File: config.mk
export PLATFORM = sky130hd
export DESIGN_NAME = wb_omi_initiator
export DESIGN_NICKNAME = d
export VERILOG_FILES = /design/src/rtl/wb_omi_initiator.sv
export SDC_FILE = /design/constraint.sdc
export NUM_CORES = 1
export LEC_CHECK = 0
export ABC_AREA = 1
export BUFFER_PORTS_ARGS = -buffer_cell sky130_fd_sc_hd__buf_2
export CORE_MARGIN = 4
export CORE_UTILIZATION = 35
export DETAILED_ROUTE_END_ITERATION = 12
export PLACE_DENSITY = 0.63
export SLEW_MARGIN = 40
export SYNTH_ARGS = -nofsm -noshare
export SYNTH_HDL_FRONTEND = slang
export SYNTH_SLANG_ARGS = --single-unit
File: constraint.sdc
create_clock -name clk -period 1.9 [get_ports clk]
set_clock_uncertainty 0.15 [all_clocks]
set_input_delay 0.38 -clock clk [delete_from_list [all_inputs] [get_ports clk]]
set_output_delay 0.38 -clock clk [all_outputs]
set_load 0.1 [all_outputs]
File: src/rtl/wb_omi_initiator.sv
// wb_omi_initiator
//   Wishbone B4 classic single-access master. Accepts one command at a time
//   from a valid/ready stream, runs it on the Wishbone bus, and returns one
//   response per command. An optional ack timeout aborts stalled accesses.
//
//   State table
//     IDLE | waiting for a command, cmd_ready=1
//     BUS  | access in flight, cyc/stb high, timeout timer running
//     RESP | response held on rsp_* until rsp_ready
//
// Parameters
//   TIMEOUT  stb cycles without ack before abort (0 = never abort)
//   CNT_W    width of txn_count
//
// Ports
//   clk, rst_n                       clock, async active-low reset
//   cmd_valid/cmd_ready              command handshake
//   cmd_we/cmd_adr/cmd_sel/cmd_dat   command fields
//   rsp_valid/rsp_ready              response handshake
//   rsp_dat/rsp_err                  read data (0 for writes, all-ones on timeout), timeout flag
//   wb_cyc/wb_stb/wb_adr/wb_we/wb_sel/wb_dat_o   Wishbone master outputs
//   wb_dat_i/wb_ack                  Wishbone slave returns
//   txn_count                        completed accesses, wraps
//   err_count                        timeouts, saturates at 8'hFF
module wb_omi_initiator #(
  parameter int unsigned TIMEOUT = 1024,
  parameter int unsigned CNT_W   = 16
) (
  input  logic             clk,
  input  logic             rst_n,
  input  logic             cmd_valid,
  output logic             cmd_ready,
  input  logic             cmd_we,
  input  logic [31:0]      cmd_adr,
  input  logic [3:0]       cmd_sel,
  input  logic [31:0]      cmd_dat,
  output logic             rsp_valid,
  input  logic             rsp_ready,
  output logic [31:0]      rsp_dat,
  output logic             rsp_err,
  output logic             wb_cyc,
  output logic             wb_stb,
  output logic [31:0]      wb_adr,
  output logic             wb_we,
  output logic [3:0]       wb_sel,
  output logic [31:0]      wb_dat_o,
  input  logic [31:0]      wb_dat_i,
  input  logic             wb_ack,
  output logic [CNT_W-1:0] txn_count,
  output logic [7:0]       err_count
);

  typedef enum logic [1:0] {
    IDLE = 2'd0,
    BUS  = 2'd1,
    RESP = 2'd2
  } state_t;

  // Down-counter loaded with TIMEOUT-1; the access aborts in the stb cycle
  // where it reads zero, giving exactly TIMEOUT stb cycles.
  localparam int unsigned TO_W = (TIMEOUT > 1) ? $clog2(TIMEOUT) : 1;
  localparam logic [TO_W-1:0] TO_LOAD = (TIMEOUT > 0) ? TO_W'(TIMEOUT - 1) : '0;

  state_t            state_q, state_d;
  logic [TO_W-1:0]   tmr_q, tmr_d;
  logic [31:0]       adr_q, adr_d;
  logic              we_q, we_d;
  logic [3:0]        sel_q, sel_d;
  logic [31:0]       dat_q, dat_d;
  logic [31:0]       rsp_dat_q, rsp_dat_d;
  logic              rsp_err_q, rsp_err_d;
  logic [CNT_W-1:0]  txn_q, txn_d;
  logic [7:0]        err_q, err_d;

  always_comb begin
    state_d   = state_q;
    tmr_d     = tmr_q;
    adr_d     = adr_q;
    we_d      = we_q;
    sel_d     = sel_q;
    dat_d     = dat_q;
    rsp_dat_d = rsp_dat_q;
    rsp_err_d = rsp_err_q;
    txn_d     = txn_q;
    err_d     = err_q;
    case (state_q)
      IDLE: begin
        if (cmd_valid) begin
          adr_d   = cmd_adr;
          we_d    = cmd_we;
          sel_d   = cmd_sel;
          dat_d   = cmd_dat;
          tmr_d   = TO_LOAD;
          state_d = BUS;
        end
      end
      BUS: begin
        // ack takes priority over a timeout expiring in the same cycle
        if (wb_ack) begin
          rsp_dat_d = we_q ? 32'h0 : wb_dat_i;
          rsp_err_d = 1'b0;
          txn_d     = txn_q + CNT_W'(1);
          state_d   = RESP;
        end else if ((TIMEOUT != 0) && (tmr_q == '0)) begin
          rsp_dat_d = 32'hFFFF_FFFF;
          rsp_err_d = 1'b1;
          txn_d     = txn_q + CNT_W'(1);
          if (err_q != 8'hFF) begin
            err_d = err_q + 8'd1;
          end
          state_d   = RESP;
        end else begin
          tmr_d = tmr_q - TO_W'(1);
        end
      end
      RESP: begin
        if (rsp_ready) begin
          state_d = IDLE;
        end
      end
      default: state_d = IDLE;
    endcase
  end

  always_ff @(posedge clk or negedge rst_n) begin
    if (!rst_n) begin
      state_q   <= IDLE;
      tmr_q     <= '0;
      adr_q     <= '0;
      we_q      <= 1'b0;
      sel_q     <= '0;
      dat_q     <= '0;
      rsp_dat_q <= '0;
      rsp_err_q <= 1'b0;
      txn_q     <= '0;
      err_q     <= '0;
    end else begin
      state_q   <= state_d;
      tmr_q     <= tmr_d;
      adr_q     <= adr_d;
      we_q      <= we_d;
      sel_q     <= sel_d;
      dat_q     <= dat_d;
      rsp_dat_q <= rsp_dat_d;
      rsp_err_q <= rsp_err_d;
      txn_q     <= txn_d;
      err_q     <= err_d;
    end
  end

  // Handshake and bus qualifiers decode straight from the state register so
  // an async reset drops cyc/stb without waiting for a clock.
  assign cmd_ready = (state_q == IDLE);
  assign rsp_valid = (state_q == RESP);
  assign wb_cyc    = (state_q == BUS);
  assign wb_stb    = (state_q == BUS);
  assign wb_adr    = adr_q;
  assign wb_we     = we_q;
  assign wb_sel    = sel_q;
  assign wb_dat_o  = dat_q;
  assign rsp_dat   = rsp_dat_q;
  assign rsp_err   = rsp_err_q;
  assign txn_count = txn_q;
  assign err_count = err_q;

endmodule

==> qor.yml, run 1 <==
status:
  outcome: "finished clean"
place:
  pre_cts_ws_ns: -0.0812
  gp_congestion: 0.828
  dp_hpwl_um: 12200
  port_buffers: 235
flow_run:
  cap_viol_max_count: 0
clock_network:
  htreeDepth: 4
  cts_tree: "done"
  clockBufferDepth: 2
  cts.sinks: 138
  cts_buffers: 17
  clk_pin_slew_ns: 0.07
  insertion_delay_ns: 0.41
  cts-root-buf: "clkbuf_16"
hold_path:
  hold_path_end: "wb_adr[16]"
  hold_path_class: "in -> reg"
  hp-start: "cmd_adr[16]"
  hold_depth: 2
sta:
  finalWorstSetupSlack_ns: 0.0633
  worst_pin_slew_ns: 0.518
  drv_slew: 0
  setup_viol: 0
  rsz0062_at_grt: "yes"
  max_slew_margin_pct: 65.7
  fin_crit_sh_pct: 96.7
  fmax_mhz: 544
  fin_crit_ns: 1.84
  hold_viol_final: 0
cells_and_area:
  multi_input_area_um2: 2420
  regArea_um2: 3490
  final_cell_mix: "228 x buf_2, 202 x nand2_1, 118 x dfrtp_1"
  fillers: 1687
  drive_gt1_share_pct: 44.1
  area_growth_pct: 36.1
  final_common_cell: "buf_2"
  fin_nets: 1017
critical_path:
  critPathTopFamily: "buffers and inverters"
  worstReg2RegStart: "state_q[0]"
  cp_slowest_stage_delay_ns: 0.40
  rr_worst_depth: 6
  path_class: "reg -> out"
  start_kind: "flop"
  crit_buf_inv: 4
  r2r-end: "wb_dat_o[31]"
  end_kind: "primary output"
  path_max_fanout: 4
  worst_path_max_delay_cell: "dfrtp_1"
  crit_chain: "inv_2 -> nand2_2 -> inv_4 -> buf_6 -> buf_12"
  ff2ff_setup_slack_ns: 0.10
  cp.arrival_ns: 1.31
  crit_required_ns: 1.37
floorplan:
  rows: 48
  start_util_pct: 36.1
  dieHeight_um: 142
  die_area_um2: 20200
  num_io_pins: 236
  coreArea_um2: 17500
  die-width_um: 142
synthesis:
  synth_nets: 761
  synth_top_area_share_pct: 54.8
  synth_cells: 652
  yosys_register_bits: 138
  yosysSeqAreaShare_pct: 54.8
  yosys_warnings: 0
  synth.distinct_cells: 29
  netlist_area_um2: 6300
  synthTopCellsByArea: "dfrtp_1 55%, mux2_2 12%, nand2_1 12%"
  synth_area_per_cell_um2: 9.67
  yosysTopAreaCell: "dfrtp_1"
detailed_routing:
  vias: 5128
  wire_per_inst_um: 14.3
  drc: 0
  ant_nets: 0
  dr.pass1.iters: 4
  drt_wl_total_um: 16500
  routed_via_density: 4.47
  drt_iter0_drc: 256
global_routing:
  grt_max_degree: 56
  overflow: 0
  grt_pass1_vias: 5230
  track_usage_pct: 16.3
  grt_pass1_wl_um: 26300
  antenna_found_initial: 3
[routing by layer]
layer / part of all wire [%] / GRT usage, % / vias to the layer above
li1: - / - / 2589
met1: 40 / 19.0 / 2404
met2: 53 / 28.6 / 115
met3: 5.3 / 5.31 / 18
met4: 1.5 / 4.90 / 2
met5: 0.12 / 0 / -
[cell type report]
cell class	count	area share [%]
clock inverter	15	1.82
inverter	64	2.86
antenna	2	0.0584
sequential	138	40.7
clock buffer	17	4.96
tap	225	3.28
multi-input combinational	422	28.3
timing repair buffer	265	18.1
[sequential cells by signal (all words and copies together), names as in the netlist]
| signal | count |
|---|---|
| rsp_dat | 32 |
| wb_adr | 32 |
| wb_dat_o | 32 |
| txn_count | 16 |
| tmr_q | 10 |
| err_count | 8 |
| wb_sel | 4 |
| state_q | 2 |
| rsp_err | 1 |
| wb_we | 1 |
[repair_timing]
item,CTS,global route
setup buffers,3,4
endpoints found under the hold margin,29,0
pin swaps,1,1
hold buffers,2,0
setup endpoints to repair,38,10
resized for setup,6,5
[kinds of logic after synthesis]
group	count (synthesis)	synth area share (%)
AOI/OAI and AO/OA	57	4.82
and+or+nand+nor	279	18.3
xor gates and xnor gates	14	1.95
muxes	69	12.3
adders and majority gates	3	0.596
DFF	138	54.8
buffers and inverters	92	7.26
[through the flow]
step / cells / hold slack (ns) / util [%] / instance area, µm² / TNS (ns)
6_report: 1148 / 0.0354 / 49.1 / 8580 / 0
5_1_grt: 1147 / 0.0128 / 49.1 / 8570 / -0.0188
2_1_floorplan: 652 / -0.0656 / - / 6360 / 0
3_5_place_dp: 1105 / 0.140 / 45.1 / 7890 / -0.299
4_1_cts: 1142 / 0.0211 / 48.8 / 8520 / -0.0218
3_3_place_gp: 1105 / 0.139 / 45.1 / 7890 / -0.0399
[cells in the mapped netlist (all sizes together)]
library cell  number
clkbuf             7
nor2              34
nand4              7
inv               64
xor2               9
or2                1
o31ai              1
xnor2              5
o22ai              1
nand3b             1
o21ai             55
mux2              69
nand3             27
nor3               1
buf               21
nand2            208
ha                 3
dfrtp            138
[worst max path at each step]
stage	depth (start not counted)	slack (ns)	from	endpoint
2_1_floorplan	7	0.002	txn_count[12]	txn_count[15]
3_3_place_gp	8	-0.04	tmr_q[0]	state_q[1]
3_5_place_dp	8	-0.08	tmr_q[0]	state_q[1]
4_1_cts	5	-0.02	state_q[1]	wb_cyc
5_1_grt	10	-0.01	tmr_q[1]	txn_count[4]
6_report	5	0.06	state_q[1]	wb_stb
Power of run 1 is not shown: default switching activity piles up to over one toggle a cycle in this logic, so the estimate is an artifact.
==> inputs of run 2 (changes only) <==
ABC_CLOCK_PERIOD_IN_PS = 1900   (was default)
CORE_MARGIN = default   (was 4)
GPL_ROUTABILITY_DRIVEN = 0   (was default)
==> run 2 against run 1 <==
Effect of this change:
- final cell count is 0.26% lower
- maximum frequency is 1.1% lower
- first-iteration DRC count down 16%
- critical path type unchanged
- critical endpoint is now wb_cyc
==> qor.yml, run 2 (same netlist as run 1, synthesis figures left out) <==
critical_path:
  critPathTopFamily: "buffers and inverters"
  path_max_fanout: 5  # +1
  crit_chain: "inv_2 -> nand2_2 -> inv_2 -> buf_6 -> buf_12"
  path_class: "reg -> out"
  ff2ff_setup_slack_ns: 0.13  # +0.03 ns
  worst_path_max_delay_cell: "dfrtp_1"
  crit_path_frequent_cell: "inv_2"
  crit_buf_inv: 4  # unchanged
  start_kind: "flop"
  crit_required_ns: 1.37  # about the same
  cp.arrival_ns: 1.33  # +0.02 ns
  rr_worst_depth: 11  # +5
  cp_slowest_stage_delay_ns: 0.40  # about the same
  path_depth: 5  # unchanged
  end_kind: "primary output"
clock_network:
  cts-root-buf: "clkbuf_16"
  cts_tree: "done"
  cts.sinks: 138  # unchanged
  cts_buffers: 17  # unchanged
  clockBufferDepth: 2  # unchanged
  insertion_delay_ns: 0.42  # about the same
  clk_pin_slew_ns: 0.06  # about the same
  htreeDepth: 4  # unchanged
hold_path:
  hold_path_class: "in -> reg"
  hold_depth: 2  # unchanged
sta:
  drv_slew: 0  # unchanged
  hold-worst-slack_ns: 0.0387  # +0.00332 ns
  fin_crit_ns: 1.86  # +0.0202 ns
  max_slew_margin_pct: 65.6  # -0.12 points
  hold_viol_final: 0  # unchanged
  worst_pin_slew_ns: 0.520  # +0.00179 ns
  setup_tns_ns: 0  # unchanged
  fin_crit_sh_pct: 97.7  # +1.1 points
  fmax_mhz: 539  # -1.1%
  setup_viol: 0  # unchanged
global_routing:
  antenna_found_initial: 1  # -2
  grt_pass1_vias: 5025  # -3.9%
  grt_max_degree: 59  # +5.4%
  track_usage_pct: 17.3  # +0.99 points
  overflow: 0  # unchanged
  grt_pass1_wl_um: 24800  # -5.8%
status:
  outcome: "finished clean"
cells_and_area:
  final_cell_mix: "229 x buf_2, 202 x nand2_1, 117 x dfrtp_1"
  fin_nets: 1017  # unchanged
  drive_gt1_share_pct: 44.3  # +0.27 points
  num_antenna_cells: 0  # -2
  final_common_cell: "buf_2"
  final_cell_area_um2: 8640  # +0.77%
  area_growth_pct: 37.1
floorplan:
  start_util_pct: 36.2  # +0.12 points
  rows: 48  # unchanged
  num_io_pins: 236  # unchanged
  die_area_um2: 18600  # -8.3%
  dieHeight_um: 136  # -4.2%
  coreArea_um2: 17400  # -0.34%
  die-width_um: 136  # -4.2%
detailed_routing:
  drt_iter0_drc: 215  # -16%
  ant_nets: 0  # unchanged
  dr.pass1.iters: 4  # unchanged
  routed_via_density: 4.52  # +1.3%
  vias: 5181  # +1.0%
  drt_wl_total_um: 15900  # -3.7%
  drc: 0  # unchanged
  wire_per_inst_um: 13.9  # -3.4%
flow_run:
  cap_viol_max_count: 0  # unchanged
place:
  port_buffers: 235  # unchanged
  dp_hpwl_um: 11400  # -6.4%
  place_area_um2: 7910  # +0.25%
## run 2: cell count changes in the layout (fill, tap and decap cells not counted), sizes merged
cell    before  now
bufinv       1    4
clkinv       4    5
diode        2    0
inv         71   66
## run 2: worst paths after layout
| path | from | to |
|---|---|---|
| min in group asynchronous | rst_n | rsp_dat[5] |
| hold reg to reg | rsp_dat[27] | rsp_dat[27] |
| max in group asynchronous | rst_n | wb_dat_o[1] |
| setup reg to reg | tmr_q[0] | txn_count[4] |
| hold / removal | cmd_dat[5] | wb_dat_o[5] |
| setup / recovery | state_q[1] | wb_cyc |
## run 2: cell type report
| type | instances | area, µm² |
|---|---|---|
| well taps | 225 | 282 |
| clock inverters | 14 | 196 |
| repair buffers | 265 | 1580 |
| clock buffers | 17 | 425 |
| flip-flops and latches | 138 | 3490 |
| multi-input cells | 422 | 2420 |
| fillers | 1675 | 8770 |
| inverters | 64 | 243 |
## run 2: metrics by stage
stage / setup WS, ns / utilization (%) / cells
5_1_grt: -0.00267 / 49.6 / 1145
6_report: 0.0431 / 49.6 / 1145
4_1_cts: 0.0162 / 49.3 / 1142
3_5_place_dp: -0.0836 / 45.4 / 1106
2_1_floorplan: 0.00169 / - / 652
3_3_place_gp: -0.0685 / 45.4 / 1106
## run 2: per-layer routing
metal	wire [µm]	global-route usage [%]	part of all wire, %
met1	6690	21.1	42
met2	8230	29.0	52
met3	703	4.40	4.4
met4	223	6.79	1.4
met5	9	0	0.057
## run 2: worst register-to-register path, stage by stage, from the launching register on
cell and delay, ns:
dfrtp_1 0.38, inv_2 0.08, ha_4 0.15, nand3_4 0.10, nor2_4 0.14, nand3_1 0.09, nand2_2 0.13, buf_6 0.15
buf_12 0.14, nand2_1 0.06, nand2_1 0.05, nand2_1 0.04
## run 2: timing repair
action                                  CTS  global route
hold endpoints to repair                139             0
buffers inserted                          3             2
hold buffers                              2             0
gates resized for setup                   6             7
gates cloned                              0             1
pin swaps                                 0             1
endpoints found under the setup margin   44            21
Power of run 2 is left out for the same reason.
